## src/rtl/arbiter_4.sv

```systemverilog
// arbiter_4: 4-way round-robin arbiter with hold-time limit and forced release under contention
module arbiter_4 #(
  parameter int HOLD_MAX = 8
) (
  input  logic       clk,
  input  logic       rst,
  input  logic [3:0] req,
  output logic [3:0] gnt,
  output logic [1:0] gnt_idx,
  output logic       gnt_valid,
  output logic       preempt
);
  typedef enum logic {IDLE, BUSY} state_t;
  localparam logic [7:0] HOLD_LAST = 8'(HOLD_MAX - 1);
  state_t     state_q, state_d;
  logic [1:0] ptr_q, ptr_d, idx_d, off, sel;
  logic [7:0] hold_q, hold_d;
  logic [3:0] gnt_d, rot;
  logic [6:0] dbl;
  logic       preempt_d, contend;
  // rot[k] is the request of (ptr+k) mod 4, so the lowest set bit is the winner
  assign dbl       = {req[2:0], req};
  assign rot       = dbl[ptr_q +: 4];
  assign off       = rot[0] ? 2'd0 : rot[1] ? 2'd1 : rot[2] ? 2'd2 : 2'd3;
  assign sel       = ptr_q + off;
  assign contend   = |(req & ~gnt);
  assign gnt_valid = (state_q == BUSY);
  always_comb begin
    state_d   = state_q;
    ptr_d     = ptr_q;
    hold_d    = hold_q;
    idx_d     = gnt_idx;
    gnt_d     = gnt;
    preempt_d = 1'b0;
    if (state_q == IDLE) begin
      if (|req) begin
        state_d = BUSY;
        idx_d   = sel;
        gnt_d   = 4'b0001 << sel;
        hold_d  = 8'd0;
      end
    end else if (!req[gnt_idx] || (hold_q == HOLD_LAST && contend)) begin
      state_d   = IDLE;
      ptr_d     = gnt_idx + 2'd1;
      idx_d     = 2'd0;
      gnt_d     = 4'b0000;
      preempt_d = req[gnt_idx];
    end else begin
      hold_d = (hold_q == HOLD_LAST) ? hold_q : hold_q + 8'd1;
    end
  end
  always_ff @(posedge clk or posedge rst) begin
    if (rst) begin
      state_q <= IDLE;
      ptr_q   <= 2'd0;
      hold_q  <= 8'd0;
      gnt     <= 4'b0000;
      gnt_idx <= 2'd0;
      preempt <= 1'b0;
    end else begin
      state_q <= state_d;
      ptr_q   <= ptr_d;
      hold_q  <= hold_d;
      gnt     <= gnt_d;
      gnt_idx <= idx_d;
      preempt <= preempt_d;
    end
  end
endmodule

```

## config.mk

```make
export PLATFORM = sky130hd
export DESIGN_NAME = arbiter_4
export DESIGN_NICKNAME = d
export VERILOG_FILES = /design/src/rtl/arbiter_4.sv
export SDC_FILE = /design/constraint.sdc
export NUM_CORES = 1
export LEC_CHECK = 0
export CAP_MARGIN = 30
export CORE_MARGIN = 2
export CORE_UTILIZATION = 60
export DETAILED_ROUTE_END_ITERATION = 8
export DONT_BUFFER_PORTS = 1
export GPL_TIMING_DRIVEN = 1
export PLACE_DENSITY = 0.86
export SLEW_MARGIN = 20
export SYNTH_ARGS = -nofsm -noshare
export SYNTH_HDL_FRONTEND = slang
export SYNTH_SLANG_ARGS = --single-unit
```

## constraint.sdc

```tcl
create_clock -name clk -period 2.05 [get_ports clk]
set_input_delay 0.41 -clock clk [delete_from_list [all_inputs] [get_ports clk]]
set_output_delay 0.41 -clock clk [all_outputs]
set_load 0.01 [all_outputs]
```

==> flow_summary.json <==
{
  "ys_top_cells_by_count": "dfrtp_1, nor2_1, nand2_1",
  "cts_hold_buf": 0,
  "synth.net_count": 109,
  "clock_skew_ns": 0.00384,
  "drt_wl_total_um": 1950,
  "critical-path-top-delay-family": "simple AND/OR/NAND/NOR gates",
  "path_class": "reg2reg",
  "clock_path_buffers": 2,
  "setup_viol": 0,
  "initial_utilization_pct": 64.4,
  "drc_errors": 0,
  "finalSetupTns_ns": 0,
  "grt_first_pass_wirelength_um": 3130,
  "hp-class": "in2async",
  "first_iter_violations": 29,
  "start_kind": "flop",
  "reg2reg_from": "hold_q[3]$_DFFE_PP0P_",
  "synth_top_family_by_area": "simple AND/OR/NAND/NOR gates",
  "wl_per_cell_um": 16.3,
  "ys.flop_type": "dfrtp_1",
  "synthCells": 100,
  "cts_inserted_buffers": 3,
  "status": "completed",
  "synth-simple-area-share_pct": 19.4,
  "grt_pass1_vias": 676,
  "hpwl_um": 1440,
  "die_h_um": 44.5,
  "period_needed_ns": 1.90,
  "cts-resized-gates": 0,
  "worst_slack_ns": 0.148,
  "netlist_top_cells_area": "dfrtp_1, nor2_1, mux4_2, nand2_1, xor2_1",
  "ys_warn_count": 0,
  "cts_max_level": 1,
  "p_int_mw": 0.809,
  "slowest_delay_ns": 0.56,
  "cellPowerDensity_nw_per_um2": 1330,
  "clkPwrFrac_pct": 15.9,
  "clock_latency_ns": 0.29,
  "port-buffer-count": 0,
  "dp_worst_setup_slack_ns": 0.169,
  "dpl_cell_area_sq_um": 1010,
  "grt-ovfl-total": 0,
  "rows": 14,
  "root_buffer": "clkbuf_4",
  "slowest_stage": "or4_1",
  "num_antenna_cells": 0,
  "grt_max_degree": 19,
  "synth_fa_ha_area_share_pct": 3.82,
  "track_usage_pct": 22.7,
  "crit_start": "hold_q[3]$_DFFE_PP0P_",
  "swShare_pct": 41.6,
  "cts_tree": "yes",
  "final_layout_size_suffix_gt1_share_pct": 10.6,
  "yosysMostFrequentCell": "dfrtp_1",
  "ys_async_sr_fraction_pct": 100,
  "slew_headroom_pct": 54.4,
  "fill_cells": 120,
  "period_share_pct": 92.8,
  "avgSynthCellArea_sq_um": 9.82,
  "rsz0062_at_grt": "false",
  "synthDistinctLibCells": 29,
  "dr.pass1.iters": 4,
  "yosysTopAreaCellShare_pct": 45.9,
  "cts.sink_count": 18,
  "die_x_um": 44.5,
  "seq_power_share_pct": 43.4,
  "ys_seq_area_share_pct": 45.9,
  "ir_drop_uv": 651,
  "nets": 114,
  "cts_setup_buffers": 0,
  "leakage_nw": 0.497,
  "vias": 785,
  "hold_viol": 0,
  "synth_edf_count": 0,
  "gp_congestion": 0.906,
  "ios": 14,
  "cp.required_ns": 2.24,
  "syn_to_final_growth_pct": 6.11,
  "cp-end-kind": "flop",
  "worst_pin_slew_ns": 0.683,
  "critPathBufInv": 0,
  "max_freq_ghz": 0.526,
  "synthXorXnorAreaFrac_pct": 5.35,
  "core-area_sq_um": 1520,
  "clkTransAtPathRegs_ns": 0.11,
  "synth_top_cell_by_area": "dfrtp_1",
  "synth_compound_area_share_pct": 12.7,
  "dieArea_sq_um": 1980,
  "slew_viol_final": 0,
  "drv_cap": 0,
  "combPwrFrac_pct": 40.6,
  "power.net_switching_mw": 0.575,
  "worstPathMaxFanout": 6,
  "detail-route-antenna-nets": 0,
  "vias_per_cell": 6.54,
  "yosys-mux-area-fraction_pct": 9.81,
  "yosys_register_bits": 18,
  "netlist_area_sq_um": 982,
  "critPathArrivalTime_ns": 2.09,
  "fin_area_sq_um": 1040,
  "antenna_found_initial": 0,
  "path_cells": "or4_1 > nor3_2 > o21ai_2 > a21oi_2 > mux2_1"
}
[final timing paths]
| check | end | depth (start not counted) | slack [ns] |
|---|---|---|---|
| worst max-delay path | ptr_q[1]$_DFFE_PP0P_ | 5 | 0.15 |
| max in group asynchronous | hold_q[2]$_DFFE_PP0P_ | 1 | 1.52 |
| min in group clk | gnt_valid$_DFF_PP0_ | 2 | 0.35 |
| worst min-delay path | gnt_idx[1]$_DFFE_PP0P_ | 1 | 0.09 |
| worst max register to register | ptr_q[1]$_DFFE_PP0P_ | 5 | 0.15 |
| worst min register to register | hold_q[0]$_DFFE_PP0P_ | 1 | 0.52 |
[state kept, by name, indices dropped and copies added (netlist names)]
signal     flops
hold_q         8
gnt            4
gnt_idx        2
ptr_q          2
gnt_valid      1
preempt        1
[layer usage]
layer	track usage, %	share of wire, %	vias up
met1	33.2	47	373
met2	30.7	43	38
met4	5.45	1.0	0
li1	-	-	370
met3	10.2	8.3	4
met5	0	0	-
[cell usage in the layout (no fill, tap or decap), types with 3 or more instances in the layout]
| cell type | count |
|---|---|
| nor2_1 | 13 |
| nand2_1 | 12 |
| dfrtp_1 | 18 |
| nand3_1 | 5 |
| inv_1 | 7 |
| o22ai_1 | 3 |
| a32o_1 | 4 |
| xor2_1 | 5 |
| clkbuf_4 | 3 |
| ha_1 | 3 |
| o21ai_0 | 4 |
| mux2i_1 | 4 |
[final cells by class]
class                      count  area (sq um)  area share [%]
clock buffer                   4          36.3            3.48
inverter                       7          26.3            2.52
tap                           16          20.0            1.92
sequential                    18           450            43.2
multi-input combinational     74           502            48.1
timing repair buffer           1          7.51           0.720
[power by group through the flow]
stage                     Clock, mW  Sequential, mW  Combinational (mW)
after floorplan                   0           0.572               0.441
after global placement            0           0.605               0.530
after detailed placement          0           0.609               0.551
after CTS                     0.230           0.601               0.555
after global routing          0.238           0.620               0.621
final                         0.221           0.601               0.562
[per-stage QoR]
step                hold WS, ns  utilization, %  instances  power, mW
global route              0.141            68.4        120       1.48
finish                   0.0934            68.4        120       1.38
floorplan                 0.349               -        100       1.01
detailed placement        0.434            66.0        116       1.16
CTS                       0.103            68.4        120       1.39
global placement          0.422            66.0        116       1.14
[cells by family after synthesis]
logic type	Yosys count
fa+ha+maj	3
flops	18
simple gates	41
buf+inv	8
mux	7
xor+xnor	6
compound gates	17
[worst reg2reg max path, cell delays in order (launching register included)]
cell	delay, ns
dfrtp_1	0.44
or4_1	0.56
nor3_2	0.18
o21ai_2	0.11
a21oi_2	0.17
mux2_1	0.33
Note: power is estimated with default switching activity, not from simulation.
